File: config.mk
export PLATFORM = sky130hd
export DESIGN_NAME = l1_port_hakemi
export DESIGN_NICKNAME = d
export VERILOG_FILES = /design/src/rtl/l1_port_hakemi_pkg.sv /design/src/rtl/hakem_oncelik_secici.sv /design/src/rtl/l1_port_hakemi.sv
export SDC_FILE = /design/constraint.sdc
export NUM_CORES = 1
export LEC_CHECK = 0
export BUFFER_PORTS_ARGS = -buffer_cell sky130_fd_sc_hd__buf_4
export CAP_MARGIN = 5
export CORE_AREA = 2 2 110 112
export CTS_BUF_LIST = sky130_fd_sc_hd__clkbuf_4 sky130_fd_sc_hd__clkbuf_8
export DETAILED_ROUTE_END_ITERATION = 16
export DIE_AREA = 0 0 112 114
export GPL_TIMING_DRIVEN = 0
export PLACE_DENSITY_LB_ADDON = 0.2
export SLEW_MARGIN = 20
export SYNTH_ARGS = -nofsm -noshare
export SYNTH_HDL_FRONTEND = slang
export SYNTH_HIERARCHICAL = 1
export SYNTH_SLANG_ARGS = --single-unit
File: constraint.sdc
create_clock -name clk_i -period 3.7 [get_ports clk_i]
set_input_delay 0.37 -clock clk_i [delete_from_list [all_inputs] [get_ports clk_i]]
set_output_delay 0.37 -clock clk_i [all_outputs]
set_load 0.05 [all_outputs]
File: src/rtl/l1_port_hakemi_pkg.sv
// l1_port_hakemi_pkg: shared constants, FSM state type and sizing helper for
// the L1 data-cache port arbiter.
package l1_port_hakemi_pkg;

    // Default bus widths of the L1 data port.
    localparam int ADRES_BIT_VARSAYILAN = 32;
    localparam int VERI_BIT_VARSAYILAN  = 32;
    localparam int VERI_BYTE_VARSAYILAN = VERI_BIT_VARSAYILAN / 8;

    // Single-bit logic levels.
    localparam logic HIGH = 1'b1;
    localparam logic LOW  = 1'b0;

    // Arbiter phases: idle/arbitrate, request to L1, response from L1.
    typedef enum logic [1:0] {
        BOSTA = 2'd0,
        ISTEK = 2'd1,
        YANIT = 2'd2
    } durum_e;

    // Width of a requester index; a single requester still needs one bit.
    function automatic int indeks_genisligi(input int n);
        return (n > 1) ? $clog2(n) : 1;
    endfunction

endpackage

File: src/rtl/hakem_oncelik_secici.sv
// hakem_oncelik_secici: combinational winner picker for the L1 port arbiter.
// Default build: round-robin search starting at isaretci_i, wrapping N-1 -> 0.
// With L1_HAKEM_SABIT_ONCELIK_EN defined: fixed priority, lowest index wins and
// the pointer input is ignored.
module hakem_oncelik_secici
    import l1_port_hakemi_pkg::*;
#(
    parameter int ISTEKCI_SAYISI = 2,
    parameter int IW             = indeks_genisligi(ISTEKCI_SAYISI)
) (
    input  logic [ISTEKCI_SAYISI-1:0] istek_i,
    input  logic [IW-1:0]             isaretci_i,
    output logic [IW-1:0]             kazanan_o,
    output logic                      herhangi_o
);

    localparam int N = ISTEKCI_SAYISI;

    assign herhangi_o = |istek_i;

`ifdef L1_HAKEM_SABIT_ONCELIK_EN
    // The pointer has no meaning under fixed priority.
    logic unused_isaretci_s;
    assign unused_isaretci_s = ^isaretci_i;

    // Lowest set index wins; scanning downward lets the lowest overwrite last.
    always_comb begin
        kazanan_o = '0;
        for (int i = N - 1; i >= 0; i--) begin
            kazanan_o = istek_i[i] ? IW'(i) : kazanan_o;
        end
    end
`else
    logic [IW-1:0] ust_aday_s;
    logic [IW-1:0] alt_aday_s;
    logic          ust_var_s;

    // Round-robin: lowest requester at or above the pointer, else lowest overall (wrap).
    always_comb begin
        ust_aday_s = '0;
        alt_aday_s = '0;
        ust_var_s  = LOW;
        for (int i = N - 1; i >= 0; i--) begin
            alt_aday_s = istek_i[i] ? IW'(i) : alt_aday_s;
            ust_aday_s = (istek_i[i] && (IW'(i) >= isaretci_i)) ? IW'(i) : ust_aday_s;
            ust_var_s  = ust_var_s | (istek_i[i] && (IW'(i) >= isaretci_i));
        end
        kazanan_o = ust_var_s ? ust_aday_s : alt_aday_s;
    end
`endif

endmodule

File: src/rtl/l1_port_hakemi.sv
// l1_port_hakemi: arbitrates ISTEKCI_SAYISI requesters onto one L1 data-cache
// port. A grant is held for the whole transaction (request handshake, plus the
// response handshake for reads); the response is routed to the owner only.
// Optional macro L1_HAKEM_SABIT_ONCELIK_EN selects fixed priority instead of
// round-robin and removes the round-robin pointer.
module l1_port_hakemi
    import l1_port_hakemi_pkg::*;
#(
    parameter int ISTEKCI_SAYISI = 2,
    parameter int ADRES_BIT      = ADRES_BIT_VARSAYILAN,
    parameter int VERI_BIT       = VERI_BIT_VARSAYILAN,
    parameter int VERI_BYTE      = VERI_BIT / 8
) (
    input  logic                                clk_i,
    input  logic                                rst_i,

    input  logic [ISTEKCI_SAYISI-1:0]           ist_gecerli_i,
    input  logic [ISTEKCI_SAYISI-1:0]           ist_yaz_i,
    input  logic [ISTEKCI_SAYISI*ADRES_BIT-1:0] ist_adres_i,
    input  logic [ISTEKCI_SAYISI*VERI_BIT-1:0]  ist_veri_i,
    input  logic [ISTEKCI_SAYISI*VERI_BYTE-1:0] ist_maske_i,
    output logic [ISTEKCI_SAYISI-1:0]           ist_hazir_o,

    output logic [VERI_BIT-1:0]                 yanit_veri_o,
    output logic [ISTEKCI_SAYISI-1:0]           yanit_gecerli_o,
    input  logic [ISTEKCI_SAYISI-1:0]           yanit_hazir_i,

    output logic                                port_istek_gecerli_o,
    output logic                                port_istek_yaz_o,
    output logic [ADRES_BIT-1:0]                port_istek_adres_o,
    output logic [VERI_BIT-1:0]                 port_istek_veri_o,
    output logic [VERI_BYTE-1:0]                port_istek_maske_o,
    input  logic                                port_istek_hazir_i,

    input  logic [VERI_BIT-1:0]                 port_veri_i,
    input  logic                                port_veri_gecerli_i,
    output logic                                port_veri_hazir_o
);

    localparam int N  = ISTEKCI_SAYISI;
    localparam int IW = indeks_genisligi(ISTEKCI_SAYISI);

    durum_e          durum_q;
    logic [IW-1:0]   sahip_q;
    logic [IW-1:0]   isaretci_s;
    logic [IW-1:0]   kazanan_s;
    logic            herhangi_s;

    // Fields of the current owner, selected from the flattened request buses.
    logic                 sahip_gecerli_s;
    logic                 sahip_yaz_s;
    logic [ADRES_BIT-1:0] sahip_adres_s;
    logic [VERI_BIT-1:0]  sahip_veri_s;
    logic [VERI_BYTE-1:0] sahip_maske_s;
    logic                 sahip_yanit_hazir_s;

    logic            istek_el_sikisma_s;
    logic            yanit_el_sikisma_s;

    hakem_oncelik_secici #(
        .ISTEKCI_SAYISI (ISTEKCI_SAYISI),
        .IW             (IW)
    ) u_secici (
        .istek_i    (ist_gecerli_i),
        .isaretci_i (isaretci_s),
        .kazanan_o  (kazanan_s),
        .herhangi_o (herhangi_s)
    );

`ifdef L1_HAKEM_SABIT_ONCELIK_EN
    assign isaretci_s = '0;
`else
    logic [IW-1:0] rr_isaretci_q;
    logic [IW-1:0] sonraki_isaretci_s;
    logic          tamamlandi_s;

    assign isaretci_s         = rr_isaretci_q;
    assign sonraki_isaretci_s = (sahip_q == IW'(N - 1)) ? '0 : (sahip_q + IW'(1));
    // A transaction ends on a write accept or on a read response handshake.
    assign tamamlandi_s       = (istek_el_sikisma_s & sahip_yaz_s) | yanit_el_sikisma_s;

    // Round-robin pointer moves just past the owner when its transaction ends.
    always_ff @(posedge clk_i) begin
        if (rst_i) begin
            rr_isaretci_q <= '0;
        end else if (tamamlandi_s) begin
            rr_isaretci_q <= sonraki_isaretci_s;
        end else begin
            rr_isaretci_q <= rr_isaretci_q;
        end
    end
`endif

    // AND-OR mux of the owner's request fields and response-ready bit.
    always_comb begin
        sahip_gecerli_s     = LOW;
        sahip_yaz_s         = LOW;
        sahip_adres_s       = '0;
        sahip_veri_s        = '0;
        sahip_maske_s       = '0;
        sahip_yanit_hazir_s = LOW;
        for (int i = 0; i < N; i++) begin
            sahip_gecerli_s     = sahip_gecerli_s |
                                  ((sahip_q == IW'(i)) & ist_gecerli_i[i]);
            sahip_yaz_s         = sahip_yaz_s |
                                  ((sahip_q == IW'(i)) & ist_yaz_i[i]);
            sahip_adres_s       = sahip_adres_s |
                                  ({ADRES_BIT{sahip_q == IW'(i)}} & ist_adres_i[i*ADRES_BIT +: ADRES_BIT]);
            sahip_veri_s        = sahip_veri_s |
                                  ({VERI_BIT{sahip_q == IW'(i)}} & ist_veri_i[i*VERI_BIT +: VERI_BIT]);
            sahip_maske_s       = sahip_maske_s |
                                  ({VERI_BYTE{sahip_q == IW'(i)}} & ist_maske_i[i*VERI_BYTE +: VERI_BYTE]);
            sahip_yanit_hazir_s = sahip_yanit_hazir_s |
                                  ((sahip_q == IW'(i)) & yanit_hazir_i[i]);
        end
    end

    assign istek_el_sikisma_s = (durum_q == ISTEK) & sahip_gecerli_s & port_istek_hazir_i;
    assign yanit_el_sikisma_s = (durum_q == YANIT) & port_veri_gecerli_i & sahip_yanit_hazir_s;

    // Transaction FSM: arbitrate for one cycle, then hold the grant to completion.
    always_ff @(posedge clk_i) begin
        if (rst_i) begin
            durum_q <= BOSTA;
            sahip_q <= '0;
        end else begin
            case (durum_q)
                BOSTA: begin
                    if (herhangi_s) begin
                        sahip_q <= kazanan_s;
                        durum_q <= ISTEK;
                    end else begin
                        durum_q <= BOSTA;
                    end
                end
                ISTEK: begin
                    if (istek_el_sikisma_s) begin
                        durum_q <= sahip_yaz_s ? BOSTA : YANIT;
                    end else begin
                        durum_q <= ISTEK;
                    end
                end
                YANIT: begin
                    if (yanit_el_sikisma_s) begin
                        durum_q <= BOSTA;
                    end else begin
                        durum_q <= YANIT;
                    end
                end
                default: begin
                    durum_q <= BOSTA;
                    sahip_q <= '0;
                end
            endcase
        end
    end

    // Port and requester outputs: owner pass-through in ISTEK/YANIT, all zero in BOSTA.
    always_comb begin
        ist_hazir_o          = '0;
        yanit_gecerli_o      = '0;
        yanit_veri_o         = '0;
        port_istek_gecerli_o = LOW;
        port_istek_yaz_o     = LOW;
        port_istek_adres_o   = '0;
        port_istek_veri_o    = '0;
        port_istek_maske_o   = '0;
        port_veri_hazir_o    = LOW;
        case (durum_q)
            ISTEK: begin
                port_istek_gecerli_o = sahip_gecerli_s;
                port_istek_yaz_o     = sahip_yaz_s;
                port_istek_adres_o   = sahip_adres_s;
                port_istek_veri_o    = sahip_veri_s;
                port_istek_maske_o   = sahip_maske_s;
                for (int i = 0; i < N; i++) begin
                    ist_hazir_o[i] = (sahip_q == IW'(i)) & port_istek_hazir_i;
                end
            end
            YANIT: begin
                port_veri_hazir_o = sahip_yanit_hazir_s;
                yanit_veri_o      = port_veri_i;
                for (int i = 0; i < N; i++) begin
                    yanit_gecerli_o[i] = (sahip_q == IW'(i)) & port_veri_gecerli_i;
                end
            end
            BOSTA: begin
                ist_hazir_o = '0;
            end
            default: begin
                ist_hazir_o = '0;
            end
        endcase
    end

endmodule

### After elaboration in Yosys (flattened, before gate mapping)

Cells that the tools add are included.

| word-level totals | value |
|---|---|
| register bits after elaboration | 4 |
| input bits | 178 |
| output and inout port bits | 107 |

| operators by class | value |
|---|---|
| add/sub/neg operators | 1 |
| magnitude comparators | 2 |
| equality and inequality tests | 3 |
| multiplexer cells | 22 |
| bitwise gates (word level) | 31 |
| reductions and logical operators | 6 |

Operators by type and width:

| cell | count |
|---|---|
| AND 32 bit | 4 |
| 2-to-1 mux 32 bit | 3 |
| OR 32 bit | 2 |
| AND 1 bit | 15 |
| 2-to-1 mux 1 bit | 11 |
| 2-to-1 mux 2 bit | 5 |
| AND 4 bit | 2 |
| case mux 2 bit (3 select lines) | 1 |
| OR 1 bit | 5 |
| 2-to-1 mux 4 bit | 1 |
| OR 4 bit | 1 |
| OR reduction 2 bit | 2 |
| == test 2 x 1 -> 1 bit, second input constant | 1 |
| == test 2 bit, second input constant | 1 |
| >= comparator 1 bit, first input constant | 2 |
| logical AND 1 bit | 2 |
| zero test 2 bit | 1 |
| inequality test 2 bit, second input constant | 1 |
| NOT 1 bit | 2 |
| case mux 1 bit (2 select lines) | 1 |
| AND reduction 2 bit | 1 |
| adder 1 bit, second input constant | 1 |

### Depth between registers and ports, before layout

| logic depth | value |
|---|---|
| word-level depth | 7 |
| gate-level depth with buffers | 6 |
| gate-level depth less buffers | 5 |

### Modules after synthesis

Netlist, hierarchy kept.

By module, submodules not included:

| module | times used | cells each | area each (µm²) | seq. area each (µm²) |
|---|---|---|---|---|
| l1_port_hakemi | 1 | 225 | 1767.9 | 80.1 |
| hakem_oncelik_secici | 1 | 3 | 17.5 | 0.0 |

### Least setup slack after synthesis

No wires, ideal clock.

| timing path | value |
|---|---|
| kind | register to output |
| from | register durum_q[1] |
| to | output port port_istek_adres_o[31] |
| data arrival time | 1601 ps |
| data required time | 3330 ps |
| setup slack | 1729 ps |
| cell stages (with the launch flop) | 6 |
| path buffers | 2 |
| path through | dfxtp_1 inv_1 ha_1 buf_2 clkbuf_1 nor2b_1 |

| on the way | value |
|---|---|
| cells in the longest elaborated chain, start to end | 2 |

RTL lines:

| what | RTL line | text |
|---|---|---|
| start, declared | l1_port_hakemi.sv:43 | `durum_e durum_q;` |
| start signal, assigned | l1_port_hakemi.sv:138 | `durum_q <= sahip_yaz_s ? BOSTA : YANIT;` |
| == test 2 x 1 -> 1 bit | l1_port_hakemi.sv:169 | `case (durum_q)` |
| 2-to-1 mux 32 bit | l1_port_hakemi.sv:169 |  |
| end, declared | l1_port_hakemi.sv:30 | `output logic [ADRES_BIT-1:0] port_istek_adres_o,` |

Every way passes these cells.

### Worst setup path after layout

| timing path | value |
|---|---|
| from | register durum_q[1] |
| to | output port port_istek_veri_o[23] |

| on the way | value |
|---|---|
| cells in the longest elaborated chain, start to end | 2 |

RTL lines:

| what | RTL line | text |
|---|---|---|
| == test 2 x 1 -> 1 bit | l1_port_hakemi.sv:169 |  |
| 2-to-1 mux 32 bit | l1_port_hakemi.sv:169 |  |
| end, declared | l1_port_hakemi.sv:31 | `output logic [VERI_BIT-1:0] port_istek_veri_o,` |

Every way passes these cells.

==> flow_summary.json <==
{
  "status": "complete, no violations",
  "p_int_uw": 410,
  "relSlewSlack": 0.720,
  "io_pins": 285,
  "synth_top_area_frac": 0.387,
  "wire_per_inst_um": 13.4,
  "clock_path_buffers": 2,
  "wl_um": 8870,
  "ys_warn_count": 6,
  "p_comb_frac": 0.828,
  "dpl_cell_area_um2": 4100,
  "area_growth_pct": 132,
  "nets": 699,
  "min_path_type": "in2reg",
  "fin_cells": 662,
  "period_needed_ns": 2.21,
  "drtPass1Iterations": 3,
  "fin_skew_ns": 0.00189,
  "fin_crit_sh": 0.597,
  "synth_area_leader_cell": "mux2i_1",
  "slew_violations": 0,
  "dp_slack_ns": 1.62,
  "synth_edf_count": 0,
  "synth_area_um2": 1790,
  "cts_sinks": 4,
  "synth_common_cells": "nor2b_1, mux2i_1, and2_1",
  "die_x_um": 112,
  "max_cap_viol_count": 0,
  "grt_pass1_wl_um": 13300,
  "path_cells": "inv_1 -> ha_1 -> buf_2 -> clkbuf_1 -> nor2b_1 -> buf_4",
  "critical_path_required_ns": 3.33,
  "seq_area_frac_synth": 0.0448,
  "finalHoldViolCount": 0,
  "ys_seq_elements": 4,
  "async_flop_share": 0,
  "numCtsBuffers": 3,
  "synth_area_leaders": "mux2i_1, nor2b_1, and2_1, dfxtp_1, buf_6",
  "dieArea_um2": 12800,
  "ctsHtreeMaxLevel": 1,
  "grt-busiest-layer": "met2",
  "setup_ws_ns": 1.49,
  "worstHoldPathCells": 2,
  "rsz0062_at_grt": "false",
  "via_per_inst": 4.03,
  "end_kind": "primary output",
  "yosysUniqueCellTypes": 25,
  "p_clk_frac": 0.114,
  "clk_latency_ns": 0.22,
  "crit_type": "reg2out",
  "startpoint_type": "register",
  "setup_viol_count_final": 0,
  "power_density_nw_per_um2": 201,
  "slowest_stage": "clkbuf_1",
  "clk_pin_slew_ns": 0.03,
  "use_met2": 0.259,
  "use_met1": 0.137,
  "cts_root_buffer": "clkbuf_8",
  "first_global_vias": 2731,
  "num_antenna_cells": 0,
  "seq_power_share": 0.058,
  "cts.repair.resized": 0,
  "routabilityCongestion": 0.747,
  "hold_buffers": 0,
  "netlist_instances": 228,
  "avgSynthCellArea_um2": 7.83,
  "grt_util_met3": 0.0255,
  "drt_iter0_drc": 78,
  "drive_gt1_frac": 0.583,
  "grtUsageTotal": 0.127,
  "ys.flop_type": "dfxtp_1",
  "via_count": 2670,
  "fmax_mhz": 453,
  "core_region_area_um2": 11700,
  "cts_tree": "yes",
  "drtAntennaViolNets": 0,
  "portBuffers": 284,
  "rows": 40,
  "initial_utilization": 0.152,
  "slowest_delay_ns": 0.38,
  "cp.arrival_ns": 1.84,
  "overflow": 0,
  "yosysMostFrequentCell": "nor2b_1",
  "antenna_found_initial": 0,
  "remaining_drc_errors": 0,
  "switching_share": 0.506,
  "cts_setup_buffers": 0,
  "power_leakage_uw": 0.00205,
  "grt_max_degree": 11,
  "hpwlAfterDp_um": 7720,
  "finalSetupTns_ns": 0,
  "crit_fanout": 10,
  "vdd_drop_max_mv": 0.0826,
  "power_switching_uw": 421,
  "fin_area_um2": 4140,
  "dpl.cell_count": 659,
  "worst_slew_pin_slew_ns": 0.419,
  "synthesis.nets": 410,
  "power.total_uw": 831,
  "fp.dieH_um": 114,
  "rr_worst_depth": 6
}
logic make-up after synthesis:
group / share of synthesized area
muxes: 0.409
AOI/OAI and AO/OA: 0.0343
and+or+nand+nor: 0.403
buffers and inverters: 0.0813
DFF: 0.0449
adders and majority gates: 0.0280
worst max-delay path, delay by kind of cell (launching register included):
family        cells  cell delay [ns]
buf+inv           4             0.94
simple gates      1             0.22
flops             1             0.32
fa+ha+maj         1             0.13
worst paths after layout:
path / endpoint / startpoint / slack, ns
worst max-delay path: port_istek_veri_o[23] / durum_q[1] / 1.49
worst min-delay path: sahip_q / rst_i / 0.34
worst max register to register: isaretci_s / durum_q[1] / 1.99
worst min register to register: isaretci_s / isaretci_s / 0.58
registers in the layout (all words and copies together) (netlist names):
name	cells
isaretci_s	1
durum_q	2
sahip_q	1
layout make-up:
class | count | area, um2
Fill cell | 1258 | 7570
Clock buffer | 3 | 41.3
Inverter | 3 | 11.3
Tap cell | 147 | 184
Multi-Input combinational cell | 201 | 1560
Buffer | 20 | 134
Timing Repair Buffer | 284 | 2130
Sequential cell | 4 | 80.1
per-layer routing:
metal  vias to the layer above  share of wire  wire [um]
met5                         -              0          0
met4                         0         0.0033         29
met3                         3          0.096        854
met2                       169           0.55       4910
met1                      1168           0.35       3070
li1                       1330              -          -
cells in the final DEF (no fill, tap or decap), types with 2 or more instances in the layout:
cell type | synthesis | final
buf_4 | 1 | 285
o21a_1 | 2 | 2
nand2_1 | 3 | 3
mux2i_2 | 2 | 2
inv_1 | 3 | 3
and2_1 | 32 | 32
clkbuf_1 | 10 | 10
buf_2 | 2 | 2
buf_6 | 7 | 7
and3_1 | 2 | 2
dfxtp_1 | 4 | 4
mux2i_1 | 69 | 69
nor2b_1 | 72 | 72
ha_1 | 4 | 4
clkbuf_8 | 0 | 3
nor2_1 | 4 | 4
o21ai_0 | 2 | 2
metrics by stage:
stage / util / hold slack, ns
3_5_place_dp: 0.350 / 0.562
3_3_place_gp: 0.350 / 0.566
2_1_floorplan: - / 0.439
6_report: 0.354 / 0.335
5_1_grt: 0.354 / 0.349
4_1_cts: 0.354 / 0.338
power by group through the flow:
stage,Sequential [uW],Clock (uW),Combinational [uW]
after CTS,47.9,96.4,697
after global routing,48.4,100,730
final,48.0,95.1,688
after floorplan,48.1,0,408
after detailed placement,48.5,0,695
after global placement,48.2,0,691
(Power assumes the default switching activity.)
